<file path="src/rtl/sub8_approx_pkg.sv">
// sub8_approx_pkg: shared definitions for the approximate 8-bit subtractor.
//   W_DEF / K_DEF / CNT_W_DEF : default operand width, approximated low bits,
//                               and error-statistics counter width.
//   result_t                  : W+1 bit {borrow_out, diff} result.
//   approx_sub / exact_sub    : reference arithmetic at the default widths.
package sub8_approx_pkg;

  localparam int unsigned W_DEF     = 8;
  localparam int unsigned K_DEF     = 3;
  localparam int unsigned CNT_W_DEF = 16;

  typedef logic [W_DEF-1:0] operand_t;
  typedef logic [W_DEF:0]   result_t;

  // Low K bits borrow-free (XOR); upper part exact with a single borrow
  // guessed from bit K-1 alone.
  function automatic result_t approx_sub(operand_t a, operand_t b);
    logic [K_DEF-1:0]     lo;
    logic                 bi;
    logic [W_DEF-K_DEF:0] hi;
    lo = a[K_DEF-1:0] ^ b[K_DEF-1:0];
    bi = ~a[K_DEF-1] & b[K_DEF-1];
    hi = {1'b0, a[W_DEF-1:K_DEF]} - {1'b0, b[W_DEF-1:K_DEF]}
         - {{(W_DEF-K_DEF){1'b0}}, bi};
    return {hi, lo};
  endfunction

  function automatic result_t exact_sub(operand_t a, operand_t b);
    return {1'b0, a} - {1'b0, b};
  endfunction

endpackage

</file>
<file path="src/rtl/sub8_approx_pipe_if.sv">
// sub8_approx_pipe_if: operand/result streaming bus.
//   in_valid/in_ready/a/b     : operand pair handshake (master -> slave).
//   out_valid/out_ready/o     : W+1 bit result handshake (slave -> master).
//   master modport : stimulus / upstream side.  slave modport : the subtractor.
interface sub8_approx_pipe_if #(
  parameter int unsigned W = sub8_approx_pkg::W_DEF
);
  logic         in_valid;
  logic         in_ready;
  logic [W-1:0] a;
  logic [W-1:0] b;
  logic         out_valid;
  logic         out_ready;
  logic [W:0]   o;

  modport master (
    output in_valid, a, b, out_ready,
    input  in_ready, out_valid, o
  );

  modport slave (
    input  in_valid, a, b, out_ready,
    output in_ready, out_valid, o
  );
endinterface

</file>
<file path="src/rtl/sub8_err_mon.sv">
// sub8_err_mon: on-line error statistics for the approximate subtractor.
//   clk, rst_n : clock, asynchronous active-low reset.
//   stat_clr   : synchronous clear; wins over a coincident transfer.
//   xfer       : a result leaves the pipeline this cycle.
//   o, e       : approximate and exact W+1 bit two's-complement results.
//   err_cnt    : number of mismatching results, saturating.
//   err_max    : largest |o - e| seen.
module sub8_err_mon #(
  parameter int unsigned W     = 8,
  parameter int unsigned CNT_W = 16
) (
  input  logic             clk,
  input  logic             rst_n,
  input  logic             stat_clr,
  input  logic             xfer,
  input  logic [W:0]       o,
  input  logic [W:0]       e,
  output logic [CNT_W-1:0] err_cnt,
  output logic [W:0]       err_max
);

  logic signed [W+1:0] diff;
  logic [W:0]          d;

  // One extra bit so the signed difference of two W+1 bit values cannot
  // overflow; its magnitude always fits back into W+1 bits.
  always_comb begin
    diff = $signed({o[W], o}) - $signed({e[W], e});
    d    = diff[W+1] ? (W+1)'(-diff) : (W+1)'(diff);
  end

  always_ff @(posedge clk or negedge rst_n) begin
    if (!rst_n) begin
      err_cnt <= '0;
      err_max <= '0;
    end else if (stat_clr) begin
      err_cnt <= '0;
      err_max <= '0;
    end else if (xfer) begin
      if (d != '0 && err_cnt != '1) err_cnt <= err_cnt + CNT_W'(1);
      if (d > err_max)              err_max <= d;
    end
  end

endmodule

</file>
<file path="src/rtl/sub8_approx_pipe.sv">
// sub8_approx_pipe: two-stage valid/ready approximate subtractor, o = a - b.
//   Low K bits are borrow-free (a^b); upper W-K bits are exact, with the
//   borrow into them taken from bit K-1 only.
//   clk, rst_n : clock, asynchronous active-low reset.
//   bus        : sub8_approx_pipe_if.slave (in_valid/in_ready/a/b,
//                out_valid/out_ready/o, o = {borrow_out, diff}).
//   Optional ERR_MON_EN adds stat_clr, err_cnt, err_max and the exact-result
//   path feeding sub8_err_mon.
module sub8_approx_pipe
  import sub8_approx_pkg::*;
#(
  parameter int unsigned W     = W_DEF,
  parameter int unsigned K     = K_DEF
`ifdef ERR_MON_EN
 ,parameter int unsigned CNT_W = CNT_W_DEF
`endif
) (
  input  logic             clk,
  input  logic             rst_n,
  sub8_approx_pipe_if.slave bus
`ifdef ERR_MON_EN
 ,input  logic             stat_clr,
  output logic [CNT_W-1:0] err_cnt,
  output logic [W:0]       err_max
`endif
);

  logic           s1_valid;
  logic           s2_valid;
  logic           s1_load;
  logic           s2_load;
  logic [W-K-1:0] s1_ah;
  logic [W-K-1:0] s1_bh;
  logic [K-1:0]   s1_lo;
  logic           s1_bi;
  logic [W-K:0]   hi;
  logic [W:0]     s2_o;

  assign s2_load       = ~s2_valid | bus.out_ready;
  assign s1_load       = ~s1_valid | s2_load;
  assign bus.in_ready  = s1_load;
  assign bus.out_valid = s2_valid;
  assign bus.o         = s2_o;

  assign hi = {1'b0, s1_ah} - {1'b0, s1_bh} - {{(W-K){1'b0}}, s1_bi};

`ifdef ERR_MON_EN
  // Low operand bits are only needed to rebuild the exact difference.
  logic [K-1:0] s1_al;
  logic [K-1:0] s1_bl;
  logic [W:0]   s2_e;
  logic [W:0]   e_comb;

  assign e_comb = {1'b0, s1_ah, s1_al} - {1'b0, s1_bh, s1_bl};
`endif

  always_ff @(posedge clk or negedge rst_n) begin
    if (!rst_n) begin
      s1_valid <= 1'b0;
      s1_ah    <= '0;
      s1_bh    <= '0;
      s1_lo    <= '0;
      s1_bi    <= 1'b0;
`ifdef ERR_MON_EN
      s1_al    <= '0;
      s1_bl    <= '0;
`endif
    end else if (s1_load) begin
      s1_valid <= bus.in_valid;
      if (bus.in_valid) begin
        s1_ah <= bus.a[W-1:K];
        s1_bh <= bus.b[W-1:K];
        s1_lo <= bus.a[K-1:0] ^ bus.b[K-1:0];
        s1_bi <= ~bus.a[K-1] & bus.b[K-1];
`ifdef ERR_MON_EN
        s1_al <= bus.a[K-1:0];
        s1_bl <= bus.b[K-1:0];
`endif
      end
    end
  end

  always_ff @(posedge clk or negedge rst_n) begin
    if (!rst_n) begin
      s2_valid <= 1'b0;
      s2_o     <= '0;
`ifdef ERR_MON_EN
      s2_e     <= '0;
`endif
    end else if (s2_load) begin
      s2_valid <= s1_valid;
      if (s1_valid) begin
        s2_o <= {hi, s1_lo};
`ifdef ERR_MON_EN
        s2_e <= e_comb;
`endif
      end
    end
  end

`ifdef ERR_MON_EN
  sub8_err_mon #(
    .W     (W),
    .CNT_W (CNT_W)
  ) u_err_mon (
    .clk      (clk),
    .rst_n    (rst_n),
    .stat_clr (stat_clr),
    .xfer     (s2_valid & bus.out_ready),
    .o        (s2_o),
    .e        (s2_e),
    .err_cnt  (err_cnt),
    .err_max  (err_max)
  );
`endif

endmodule

</file>
<file path="src/flat_wrapper.sv">
// flat-port wrapper written by rule: the top's interface ports become plain ports
module sub8_approx_pipe_flat import sub8_approx_pkg::*;
#(
  parameter int unsigned W     = W_DEF,
  parameter int unsigned K     = K_DEF

)
  (clk, rst_n, bus_in_valid, bus_a, bus_b, bus_out_ready, bus_in_ready, bus_out_valid, bus_o);
  sub8_approx_pipe_if #(.W(W)) bus_i ();
  input  logic clk;
  input  logic rst_n;
  input wire logic [$bits(bus_i.in_valid)-1:0] bus_in_valid;
  input wire logic [$bits(bus_i.a)-1:0] bus_a;
  input wire logic [$bits(bus_i.b)-1:0] bus_b;
  input wire logic [$bits(bus_i.out_ready)-1:0] bus_out_ready;
  output wire logic [$bits(bus_i.in_ready)-1:0] bus_in_ready;
  output wire logic [$bits(bus_i.out_valid)-1:0] bus_out_valid;
  output wire logic [$bits(bus_i.o)-1:0] bus_o;
  assign bus_i.in_valid = bus_in_valid;
  assign bus_i.a = bus_a;
  assign bus_i.b = bus_b;
  assign bus_i.out_ready = bus_out_ready;
  assign bus_in_ready = bus_i.in_ready;
  assign bus_out_valid = bus_i.out_valid;
  assign bus_o = bus_i.o;
  sub8_approx_pipe #(.W(W), .K(K)) u_core (.clk(clk), .rst_n(rst_n), .bus(bus_i));
endmodule
</file>
<file path="config.mk">
export PLATFORM = sky130hd
export DESIGN_NAME = sub8_approx_pipe_flat
export DESIGN_NICKNAME = d
export VERILOG_FILES = /design/src/rtl/sub8_approx_pkg.sv /design/src/rtl/sub8_approx_pipe_if.sv /design/src/rtl/sub8_err_mon.sv /design/src/rtl/sub8_approx_pipe.sv /design/src/flat_wrapper.sv
export SDC_FILE = /design/constraint.sdc
export NUM_CORES = 1
export LEC_CHECK = 0
export ABC_CLOCK_PERIOD_IN_PS = 2400
export BUFFER_PORTS_ARGS = -buffer_cell sky130_fd_sc_hd__buf_2
export CORE_MARGIN = 1.5
export CORE_UTILIZATION = 45
export CTS_CLUSTER_DIAMETER = 200
export DETAILED_ROUTE_END_ITERATION = 10
export PLACE_DENSITY = 0.74
export SLEW_MARGIN = 20
export SYNTH_ARGS = -nofsm -noshare
export SYNTH_HDL_FRONTEND = slang
export SYNTH_SLANG_ARGS = --single-unit
</file>
<file path="constraint.sdc">
create_clock -name clk -period 2.4 [get_ports clk]
set_input_delay 0.12 -clock clk [delete_from_list [all_inputs] [get_ports clk]]
set_output_delay 0.12 -clock clk [all_outputs]
set_load 0.02 [all_outputs]
</file>
Word-level counts from Yosys, hierarchy flattened

Cells that the tools add are included.

Add/sub/neg operators: 2
Bitwise logic cells: 7
Reductions and logical operators: 2

Operators by type and width:

| kind             | count |
|---|---|
| $sub 5x5->6      | 1 |
| $sub 6x1->6      | 1 |
| $reduce_and 2->1 | 2 |
| $not 1->1        | 3 |
| $xor 3x3->3      | 1 |
| $or 1x1->1       | 2 |
| $and 1x1->1      | 1 |

Register bits after elaboration: 25
Input bits: 20
Output and inout port bits: 11
Word-level logic and storage cells: 18

Longest topological paths before layout

Word-level depth: 4
Gate-level depth with buffers: 8
Depth with buffers taken out: 8

Least setup slack after synthesis

Ideal clock, no wire load.

Kind: register to register
From: register u_core.s1_bi
To: register u_core.s2_o[8] (netlist: u_core.bus.o[8])
Setup time: 82 ps
Arrival: 1736 ps
Data required time: 2318 ps
Setup slack: 582 ps
Cell stages (with the launch flop): 8
Path buffers: 0
Period minus slack after synthesis: 1818 ps
Cells stage by stage: dfrtp_1 -> inv_1 -> fa_1 -> ha_1 -> nand2_1 -> o21bai_4 -> or3_1 -> a31oi_1

Longest elaborated chain between the ends: 1

Ends and longest elaborated chain:

| item                     | line                   | source |
|---|---|---|
| start: declaration       | sub8_approx_pipe.sv:35 | `logic s1_bi;` |
| start signal: assignment | sub8_approx_pipe.sv:74 | `s1_bi <= ~bus.a[K-1] & bus.b[K-1];` |
| $sub 6x1->6              | sub8_approx_pipe.sv:45 | `assign hi = {1'b0, s1_ah} - {1'b0, s1_bh} - {{(W-K){1'b0}}, s1_bi};` |
| end signal: assignment   | sub8_approx_pipe.sv:93 | `s2_o <= {hi, s1_lo};` |
| end: declaration         | sub8_approx_pipe.sv:37 | `logic [W:0] s2_o;` |

No other way between the ends.
A chain may end at the register's enable or synchronous reset.

Worst setup path in the final report

Ends and elaborated chain as after synthesis.

==> summary.md <==
| Metric | Value |
|---|---|
| Run status | finished, final reports clean |
| Sequential power share | 46.5% |
| Row Count | 18 |
| Final nets | 170 |
| Mapped Avg Cell Area | 11.8 µm² |
| Top cells by area, synth | dfrtp_1 51%, mux2_2 10%, ha_1 7.2% |
| Family with the most delay on the worst path | adder cells |
| Post-detailed-route wirelength per cell | 11.6 µm |
| Max_slew headroom | 63.6% |
| Number of global-route vias before repair | 800 |
| Number of I/O pins | 31 |
| Share of final-layout standard cells stronger than drive strength 1 | 34.3% |
| Initial Utilization | 48.4% |
| Max stage delay on crit path | 0.44 ns |
| I/O Buffers | 30 |
| DRC violation count after routing | 0 |
| Peak Freq | 508 MHz |
| Proportion of register bits with asynchronous set or reset after synthesis | 100% |
| Slack of the worst reg-to-reg path | 0.43 ns |
| Wire length of the first global-routing pass | 3340 µm |
| Library cell contributing the largest single delay on the critical path | fa_1 |
| Clk slew on worst S/H paths | 0.14 ns |
| Portion of total power attributed to the clock network | 15.2% |
| Ratio of final minimum period to clock period | 82.1% |
| Critical-path cell list | inv_1 > fa_1 > ha_1 > nand2_1 > o21bai_4 > or3_1 > a31oi_1 |
| Post-placement cell area | 1400 µm² |
| Crit path capture type | flip-flop |
| Worst endpoint data arrival time | 2.22 ns |
| Clk Latency, worst-skew pair | 0.32 ns |
| Global-route usage over all layers | 16.1% |
| HPWL after DPL | 1530 µm |
| Antenna violations before repair | 0 |
| GRT Residual Overflow | 0 |
| Die H | 55.1 µm |
| Library cell occupying the most area in the post-synthesis netlist | dfrtp_1 |
| Synth Cell Area | 1220 µm² |
| Ys Warns | 0 |
| Clock buffers created by TritonCTS | 3 |
| Net switching component of the power | 0.000436 W |
| Worst hold margin | 0.0140 ns |
| Area share of fa/ha/maj cells after synthesis | 10.5% |
| RSZ-0062 raised after global routing | no |
| Area of the die | 3030 µm² |
| Fraction of the mapped netlist area in compound gates | 6.15% |
| Filler cell count in the final layout | 218 |
| Max-cap check violation count | 0 |
| Largest family of logic cells by synthesized area | multiplexers |
| Via Count | 854 |
| DRT iter0 DRCs | 15 |
| Synthesized instance count | 103 |
| Fraction of the yosys area taken by sequential cells | 51.3% |
| Count of antenna diodes in the layout | 0 |
| RD Place Congestion | 0.695 |
| Count of TritonRoute iterations in the first routing pass | 4 |
| Via density per instance | 5.02 |
| Static power due to leakage | 0.739 nW |
| Yosys reg bits | 25 |
| Primary flip-flop cell chosen by synthesis mapping | dfrtp_1 |
| Largest vdd supply drop | 0.449 mV |
| H-Tree Level Count | 1 |
| Share of synthesized cell area in and, or, nand and nor gates | 9.74% |
| Number of endpoints failing setup at the final stage | 0 |
| Sum of negative setup slack | 0 ns |
| Most common library cells after synthesis | 25 x dfrtp_1, 13 x inv_1, 13 x nand2_1 |
| Mux cell area share after synthesis | 13.8% |
| Layout Cell Area excl Fill | 1460 µm² |
| Die span in x | 55.1 µm |
| Net count of the mapped netlist | 132 |
| Core region area | 2520 µm² |
| Worst min-delay path class | input port to flip-flop |
| EDFF count, synth | 0 |
| Area share of the leading cell type in the synthesized netlist | 51.3% |
| Unique masters post-synth | 23 |
| Final ANT Viol Nets | 0 |
| Final worst clock skew | 0.0119 ns |
| Max Root-Sink Buffers | 2 |
| Power per standard cell area | 834 nW/µm² |
| Parity-gate share of the synthesized area counting xor and xnor cells | 3.59% |
| Placement-stage worst setup slack | 0.480 ns |
| DRT Wirelength | 1980 µm |
| Power consumption | 0.00122 W |
| Number of sinks on the clock net | 25 |
| Min cycle time layout | 1.97 ns |
| CTS tree | yes |
| Number of max-slew violations in the final report | 0 |
| Dominant cell by count in the synthesized netlist | dfrtp_1 |
| Final hold violations | 0 |
| Bufs and invs on worst path | 1 |
| Max FO, Critical Path | 2 |
| Required time of the worst setup path | 2.65 ns |
| Largest net degree at the start of global routing | 26 |
| Worst-case setup margin in the final layout | 0.430 ns |
| Switching part of the total | 35.7% |
| Slew of the pin with the lowest slew margin | 0.546 ns |
| Class of the most critical setup path | flip-flop to flip-flop |
| Share of total power in combinational logic | 38.3% |
| Growth of design area from synthesis to finish | 20.0% |
| Buffer cell driving the clock tree root | clkbuf_4 |
| Number of buffers inserted to repair setup after CTS | 0 |
| Internal power summed over all cells | 0.000785 W |
| Critical path launch point type | flip-flop |
metal layers:
layer	global-route usage, %	routed length [µm]
met5	0	0
met4	11.0	57
met1	19.1	831
met2	27.4	1020
met3	1.61	74
power groups by stage:
stage / Combinational [W] / Sequential (W) / Clock, W
detailed placement: 0.000466 / 0.000580 / 0
global placement: 0.000450 / 0.000575 / 0
CTS: 0.000472 / 0.000570 / 0.000196
floorplan: 0.000250 / 0.000652 / 0
global route: 0.000532 / 0.000586 / 0.000210
finish: 0.000468 / 0.000568 / 0.000185
layout make-up:
| class | instances | area, µm² | share of cell area (%) |
|---|---|---|---|
| Clock buffer | 3 | 22.5 | 1.54 |
| Clock inverter | 1 | 5.00 | 0.342 |
| Inverter | 13 | 48.8 | 3.33 |
| Multi-Input combinational cell | 64 | 534 | 36.5 |
| Sequential cell | 25 | 626 | 42.7 |
| Tap cell | 30 | 37.5 | 2.56 |
| Timing Repair Buffer | 34 | 190 | 13.0 |
cell families after synthesis:
logic type | count (synthesis)
multiplexers | 15
adder cells (fa/ha/maj) | 9
AND/OR/NAND/NOR | 23
AO/OA/AOI/OAI | 12
flip-flops | 25
XOR/XNOR | 5
buffers and inverters | 14
final timing paths:
check	startpoint	end	depth (start not counted)
max	u_core.s1_bi	u_core.bus.o[8]	7
min	bus_a[3]	u_core.s1_ah[0]	2
max reg2reg	u_core.s1_bi	u_core.bus.o[8]	7
min reg2reg	u_core.bus.o[4]	u_core.bus.o[4]	2
max in group asynchronous	rst_n	u_core.s1_ah[2]	2
min in group asynchronous	rst_n	u_core.s1_bi	2
sequential cells by signal, indices dropped and copies added (netlist names):
signal	count
u_core.bus.o	9
u_core.bus.out_valid	1
u_core.s1_ah	5
u_core.s1_bh	5
u_core.s1_bi	1
u_core.s1_lo	3
u_core.s1_valid	1
through the flow:
step | cells | utilization, %
5_1_grt | 170 | 58.0
2_1_floorplan | 103 | -
6_report | 170 | 58.0
4_1_cts | 169 | 57.6
3_5_place_dp | 162 | 55.4
3_3_place_gp | 162 | 55.4
layout by cell type (no fill, tap or decap):
master,n
clkbuf_4,3
nand2_1,13
nand2_4,1
xor2_1,2
mux2_2,11
o21ai_0,8
nor2_1,1
fa_1,2
nand2b_1,3
nand3b_2,1
nand3_1,1
dfrtp_1,25
clkinv_2,1
or3_1,1
dlygate4sd3_1,4
a21oi_1,1
a31oi_1,1
buf_2,30
o21bai_4,1
inv_1,13
o21ai_1,1
and2b_1,1
mux2_1,4
and2_1,1
ha_1,7
xnor2_1,3
what timing repair did:
item,4_1_cts,5_1_grt
hold buffers,3,1
resized for setup,0,0
endpoints found under the hold margin,27,1
Note: power is estimated with default switching activity, not from simulation.
